--- src/rtl/sram_read_unpacker_if.sv ---
// Handshake bundle between the SRAM read port side and the narrow user read side.
// in_sext is present only when OUT_SHIFTER_SEXT_EN is defined.
interface sram_read_unpacker_if #(
    parameter int WORD_W = 32,
    parameter int MIN_W  = 8
);
    localparam int MAX_LANES = WORD_W / MIN_W;
    localparam int SEL_W     = ($clog2(MAX_LANES) < 1) ? 1 : $clog2(MAX_LANES);
    localparam int CONF_W    = ($clog2($clog2(MAX_LANES) + 1) < 1) ? 1 : $clog2($clog2(MAX_LANES) + 1);

    logic              in_valid;
    logic              in_ready;
    logic [WORD_W-1:0] in_data;
    logic [CONF_W-1:0] in_conf;
    logic [SEL_W-1:0]  in_addr;
    logic              in_burst;
`ifdef OUT_SHIFTER_SEXT_EN
    logic              in_sext;
`endif
    logic              out_valid;
    logic              out_ready;
    logic [WORD_W-1:0] out_data;
    logic [SEL_W-1:0]  out_lane;
    logic              out_last;

    modport master (
        output in_valid, in_data, in_conf, in_addr, in_burst,
`ifdef OUT_SHIFTER_SEXT_EN
        output in_sext,
`endif
        input  in_ready,
        input  out_valid, out_data, out_lane, out_last,
        output out_ready
    );

    modport slave (
        input  in_valid, in_data, in_conf, in_addr, in_burst,
`ifdef OUT_SHIFTER_SEXT_EN
        input  in_sext,
`endif
        output in_ready,
        output out_valid, out_data, out_lane, out_last,
        input  out_ready
    );
endinterface

--- src/rtl/sram_read_unpacker.sv ---
// Registered lane unpacker: emits one lane (single) or all lanes wrapping from the start lane (burst).
// Optional sign extension of narrow lanes is enabled by defining OUT_SHIFTER_SEXT_EN.
module sram_read_unpacker #(
    parameter int WORD_W = 32,
    parameter int MIN_W  = 8
) (
    input logic clk,
    input logic rst,
    sram_read_unpacker_if.slave bus
);
    localparam int MAX_LANES = WORD_W / MIN_W;
    localparam int LOG_LANES = $clog2(MAX_LANES);
    localparam int SEL_W     = (LOG_LANES < 1) ? 1 : LOG_LANES;
    localparam int CONF_W    = ($clog2(LOG_LANES + 1) < 1) ? 1 : $clog2(LOG_LANES + 1);

    typedef enum logic {IDLE, BUSY} state_t;

    state_t            state_reg;
    logic [WORD_W-1:0] word_reg;
    logic [CONF_W-1:0] k_reg;
    logic [SEL_W-1:0]  remaining_reg;
    logic              out_valid_reg;
    logic [WORD_W-1:0] out_data_reg;
    logic [SEL_W-1:0]  out_lane_reg;
    logic              out_last_reg;
`ifdef OUT_SHIFTER_SEXT_EN
    logic              sext_reg;
    logic              sel_sext;
`endif

    logic              accept;
    logic [CONF_W-1:0] conf_clamped;
    logic [WORD_W-1:0] sel_word;
    logic [CONF_W-1:0] sel_k;
    logic [SEL_W-1:0]  sel_idx;
    logic [WORD_W-1:0] lane_val [0:LOG_LANES];
    logic [SEL_W-1:0]  idx_by_k [0:LOG_LANES];
    logic [WORD_W-1:0] data_next;
    logic [SEL_W-1:0]  lane_next;

    assign bus.in_ready  = (state_reg == IDLE) && (!out_valid_reg || bus.out_ready);
    assign bus.out_valid = out_valid_reg;
    assign bus.out_data  = out_data_reg;
    assign bus.out_lane  = out_lane_reg;
    assign bus.out_last  = out_last_reg;

    assign accept       = bus.in_valid && bus.in_ready;
    assign conf_clamped = (bus.in_conf > CONF_W'(LOG_LANES)) ? CONF_W'(LOG_LANES) : bus.in_conf;

    // One extractor serves both paths: the live input on accept, the latched word while bursting.
    assign sel_word = (state_reg == IDLE) ? bus.in_data  : word_reg;
    assign sel_k    = (state_reg == IDLE) ? conf_clamped : k_reg;
    assign sel_idx  = (state_reg == IDLE) ? bus.in_addr  : out_lane_reg + SEL_W'(1);
`ifdef OUT_SHIFTER_SEXT_EN
    assign sel_sext = (state_reg == IDLE) ? bus.in_sext  : sext_reg;
`endif

    generate
        for (genvar gi = 0; gi <= LOG_LANES; gi++) begin : g_lane
            localparam int LW = WORD_W >> gi;
            localparam logic [WORD_W-1:0] LANE_MASK = {WORD_W{1'b1}} >> (WORD_W - LW);
            logic [WORD_W-1:0] shifted;

            assign idx_by_k[gi] = sel_idx & SEL_W'((1 << gi) - 1);
            assign shifted      = sel_word >> (int'(idx_by_k[gi]) * LW);
`ifdef OUT_SHIFTER_SEXT_EN
            assign lane_val[gi] = (shifted & LANE_MASK)
                                | ((sel_sext && (LW < WORD_W)) ? ({WORD_W{shifted[LW-1]}} & ~LANE_MASK)
                                                                : '0);
`else
            assign lane_val[gi] = shifted & LANE_MASK;
`endif
        end
    endgenerate

    always_comb begin
        data_next = '0;
        lane_next = '0;
        for (int i = 0; i <= LOG_LANES; i++) begin
            if (sel_k == CONF_W'(i)) begin
                data_next = lane_val[i];
                lane_next = idx_by_k[i];
            end
        end
    end

    always_ff @(posedge clk) begin
        if (rst) begin
            state_reg     <= IDLE;
            word_reg      <= '0;
            k_reg         <= '0;
            remaining_reg <= '0;
            out_valid_reg <= 1'b0;
            out_data_reg  <= '0;
            out_lane_reg  <= '0;
            out_last_reg  <= 1'b0;
`ifdef OUT_SHIFTER_SEXT_EN
            sext_reg      <= 1'b0;
`endif
        end else begin
            case (state_reg)
                IDLE: begin
                    if (accept) begin
                        word_reg      <= bus.in_data;
                        k_reg         <= conf_clamped;
`ifdef OUT_SHIFTER_SEXT_EN
                        sext_reg      <= bus.in_sext;
`endif
                        out_data_reg  <= data_next;
                        out_lane_reg  <= lane_next;
                        out_valid_reg <= 1'b1;
                        if (bus.in_burst && conf_clamped != '0) begin
                            remaining_reg <= SEL_W'((1 << conf_clamped) - 1);
                            out_last_reg  <= 1'b0;
                            state_reg     <= BUSY;
                        end else begin
                            out_last_reg  <= 1'b1;
                        end
                    end else if (out_valid_reg && bus.out_ready) begin
                        out_valid_reg <= 1'b0;
                    end
                end
                BUSY: begin
                    if (bus.out_ready) begin
                        out_data_reg  <= data_next;
                        out_lane_reg  <= lane_next;
                        remaining_reg <= remaining_reg - SEL_W'(1);
                        if (remaining_reg == SEL_W'(1)) begin
                            out_last_reg <= 1'b1;
                            state_reg    <= IDLE;
                        end
                    end
                end
                default: state_reg <= IDLE;
            endcase
        end
    end
endmodule

--- src/flat_wrapper.sv ---
// flat-port wrapper written by rule: the top's interface ports become plain ports
module sram_read_unpacker_flat 
#(
    parameter int WORD_W = 32,
    parameter int MIN_W  = 8
)
  (clk, rst, bus_in_valid, bus_in_data, bus_in_conf, bus_in_addr, bus_in_burst, bus_in_ready, bus_out_valid, bus_out_data, bus_out_lane, bus_out_last, bus_out_ready);
  sram_read_unpacker_if #(.WORD_W(WORD_W), .MIN_W(MIN_W)) bus_i ();
  input logic clk;
  input logic rst;
  input wire logic [$bits(bus_i.in_valid)-1:0] bus_in_valid;
  input wire logic [$bits(bus_i.in_data)-1:0] bus_in_data;
  input wire logic [$bits(bus_i.in_conf)-1:0] bus_in_conf;
  input wire logic [$bits(bus_i.in_addr)-1:0] bus_in_addr;
  input wire logic [$bits(bus_i.in_burst)-1:0] bus_in_burst;
  output wire logic [$bits(bus_i.in_ready)-1:0] bus_in_ready;
  output wire logic [$bits(bus_i.out_valid)-1:0] bus_out_valid;
  output wire logic [$bits(bus_i.out_data)-1:0] bus_out_data;
  output wire logic [$bits(bus_i.out_lane)-1:0] bus_out_lane;
  output wire logic [$bits(bus_i.out_last)-1:0] bus_out_last;
  input wire logic [$bits(bus_i.out_ready)-1:0] bus_out_ready;
  assign bus_i.in_valid = bus_in_valid;
  assign bus_i.in_data = bus_in_data;
  assign bus_i.in_conf = bus_in_conf;
  assign bus_i.in_addr = bus_in_addr;
  assign bus_i.in_burst = bus_in_burst;
  assign bus_in_ready = bus_i.in_ready;
  assign bus_out_valid = bus_i.out_valid;
  assign bus_out_data = bus_i.out_data;
  assign bus_out_lane = bus_i.out_lane;
  assign bus_out_last = bus_i.out_last;
  assign bus_i.out_ready = bus_out_ready;
  sram_read_unpacker #(.WORD_W(WORD_W), .MIN_W(MIN_W)) u_core (.clk(clk), .rst(rst), .bus(bus_i));
endmodule
--- config.mk ---
export PLATFORM = sky130hd
export DESIGN_NAME = sram_read_unpacker_flat
export DESIGN_NICKNAME = d
export VERILOG_FILES = /design/src/rtl/sram_read_unpacker_if.sv /design/src/rtl/sram_read_unpacker.sv /design/src/flat_wrapper.sv
export SDC_FILE = /design/constraint.sdc
export NUM_CORES = 1
export LEC_CHECK = 0
export ABC_CLOCK_PERIOD_IN_PS = 2100
export BUFFER_PORTS_ARGS = -buffer_cell sky130_fd_sc_hd__buf_4
export CAP_MARGIN = 15
export CORE_ASPECT_RATIO = 0.8
export CORE_UTILIZATION = 55
export DETAILED_ROUTE_END_ITERATION = 6
export PLACE_DENSITY = 0.8
export SLEW_MARGIN = 15
export SYNTH_ARGS = -nofsm -noshare
export SYNTH_HDL_FRONTEND = slang
export SYNTH_SLANG_ARGS = --single-unit
--- constraint.sdc ---
create_clock -name clk -period 2.1 [get_ports clk]
set_input_delay 0.525 -clock clk [delete_from_list [all_inputs] [get_ports clk]]
set_output_delay 0.525 -clock clk [all_outputs]
set_load 0.01 [all_outputs]
==> impl_metrics.ini <==
[drt]
via_per_inst = 6.04
vias = 3712
drc = 1
initialDrtViolationCount = 333
ant_nets = 0
drt_pass1_iterations = 7
routed_wl_mm = 10.7
wl_per_cell_um = 17.5

[clocking]
worstSkewPairLatency_ps = 350
cts_tree = done
cts_root_buffer = clkbuf_8
cts_setup_buffers = 0
cts_resized = 0
clk_pin_slew_ps = 80
htree_levels = 3
cts_inserted_buffers = 9
clockBufferDepth = 2
postCtsHoldBufs = 0
cts_sinks = 73

[worst_setup_path]
cpPeakStageDelay_ps = 550
crit_chain = buf_12 > mux2i_1 > o21ai_0 > a32oi_1 > a2bb2oi_1 > o21ai_0
crit_buf_inv = 1
worst_setup_path_end_kind = register
r2r_cells = 6
critPathKind = reg -> reg
cp_common_cell = o21ai_0
slowest_stage = dfxtp_4
worst-path-max-fanout = 28
critical_path_depth = 6
worst_setup_path_start_kind = register
required_ps = 2330
critPathTopFamily = compound AO/OA/AOI/OAI gates
crit_arrival_ps = 2130

[power_and_ir_drop]
leakage_nw = 1.97
p_clk_share_pct = 32.9
power_switching_share_pct = 29.9
combPwrFrac_pct = 24.8
power.density_nw_per_um2 = 798
p_seq_share_pct = 42.4
finalPower_mw = 3.71
peakVddDrop_mv = 0.466
switching_power_mw = 1.11
p_int_mw = 2.60

[timing]
slew_headroom_pct = 64.6
setup_tns_ps = 0
min_period_ps = 1890
finalCritPeriodShare_pct = 90.2
drv_slew = 0
max_freq_mhz = 528
setup-violations-final = 0
rsz0062_at_grt = no
worst_pin_slew_ps = 517
hold_viol_final = 0
fin_skew_ps = 6.05

[global_route]
grt_usage_pct = 31.7
grt_first_pass_wirelength_mm = 16.8
antenna_found_initial = 0
grt_pass1_vias = 3361
grt_overflow_total = 0
grt_max_degree = 38

[yosys]
ys_seq_elements = 73
synth_seq_area_share_pct = 39.5
synth_area_um2 = 3700
synth_cells = 447
synthFlopType = dfxtp_1
synth_edf_count = 0
avgSynthCellArea_um2 = 8.27
yosys_warnings = 0
async_flop_share_pct = 0
ys_types = 48
syn_nets = 489

[die]
die_y_um = 75.3
initial_core_util_pct = 57.4
fp-row-count = 26
dieArea_um2 = 7060
io_pins = 78
core_um2 = 6440
die_width_um = 93.7

[place]
port_buffers = 77
place_congestion = 0.911
dpl.hpwl_mm = 7.70

[final_layout]
post-route-util_pct = 72.3
synthToLayoutAreaGrowth_pct = 25.9
seqCellArea_um2 = 1470
drive_gt1_share_pct = 23.9
diodes = 0
layout_common_cells = 97 x buf_4, 72 x nand2_1, 72 x dfxtp_1, 50 x mux2i_1, 47 x a21oi_1
final_nets = 569
layout_commonest_cell = buf_4
nFillCells = 542
multi_input_area_um2 = 2020

[status]
outcome = finished with violations
violations = design-rule violations

[worst_hold_path]
hold_path_class = in -> reg
hold_depth = 3

[run]
cap_viol_max_count = 0
synthesized netlist by cell type, types with 4 or more instances:
| library cell | n | area share [%] |
|---|---|---|
| a2bb2oi_1 | 20 | 4.7 |
| nor3_1 | 11 | 1.5 |
| a211oi_1 | 4 | 0.81 |
| nor2_1 | 46 | 4.7 |
| clkbuf_1 | 10 | 1.0 |
| inv_1 | 11 | 1.1 |
| o22ai_1 | 6 | 1.0 |
| mux2i_1 | 50 | 14 |
| nand3_1 | 14 | 1.9 |
| o21ai_0 | 13 | 1.8 |
| a21oi_1 | 47 | 6.4 |
| a32oi_1 | 4 | 0.95 |
| buf_2 | 13 | 1.8 |
| nand2_1 | 72 | 7.3 |
| buf_4 | 5 | 1.0 |
| dfxtp_1 | 73 | 40 |
metal layers:
layer	track usage (%)	vias up	share of wire (%)
met5	0	-	0
met1	39.7	1759	42
met2	53.4	192	46
li1	-	1743	-
met4	9.57	0	1.2
met3	9.58	18	10
per-stage QoR:
step | worst slack (ps) | hold slack, ps | std cells | area [um2]
2_1_floorplan | 367 | 436 | 447 | 3700
3_3_place_gp | 140 | 441 | 600 | 4440
3_5_place_dp | 143 | 448 | 600 | 4440
4_1_cts | 86.6 | 416 | 615 | 4650
5_1_grt | 110 | 417 | 615 | 4660
6_report | 206 | 420 | 615 | 4660
area by class of cell:
type / instances / share of cell area (%)
Clock inverter: 5 / 1.72
Multi-Input combinational cell: 331 / 43.3
Sequential cell: 73 / 31.5
Timing Repair Buffer: 101 / 17.4
Tap cell: 84 / 2.26
Clock buffer: 10 / 2.96
Inverter: 11 / 0.887
cell families after synthesis:
logic type	Yosys count	share of synthesized area, %
simple gates	164	19.3
compound gates	113	20.4
flops	73	39.5
mux	51	13.9
buf+inv	43	6.06
xor+xnor	2	0.474
fa+ha+maj	1	0.338
power groups by stage:
stage	logic [mW]	registers, mW	clock network, mW
2_1_floorplan	0.545	1.60	0
3_3_place_gp	0.880	1.60	0
3_5_place_dp	0.899	1.60	0
4_1_cts	0.906	1.57	1.23
5_1_grt	0.993	1.58	1.29
6_report	0.920	1.57	1.22
worst reg2reg max path, stage by stage, from the launching register on:
cell       delay (ps)
dfxtp_4           550
buf_12            220
mux2i_1           320
o21ai_0           160
a32oi_1           230
a2bb2oi_1         180
o21ai_0           110
path summary, 6_finish.rpt:
path	start	endpoint	slack [ps]
max	u_core.state_reg	u_core.bus.out_data[2]	210
min	bus_in_data[2]	u_core.word_reg[2]	420
max reg2reg	u_core.state_reg	u_core.bus.out_data[2]	210
min reg2reg	u_core.word_reg[9]	u_core.word_reg[9]	460
(Power assumes the default switching activity.)
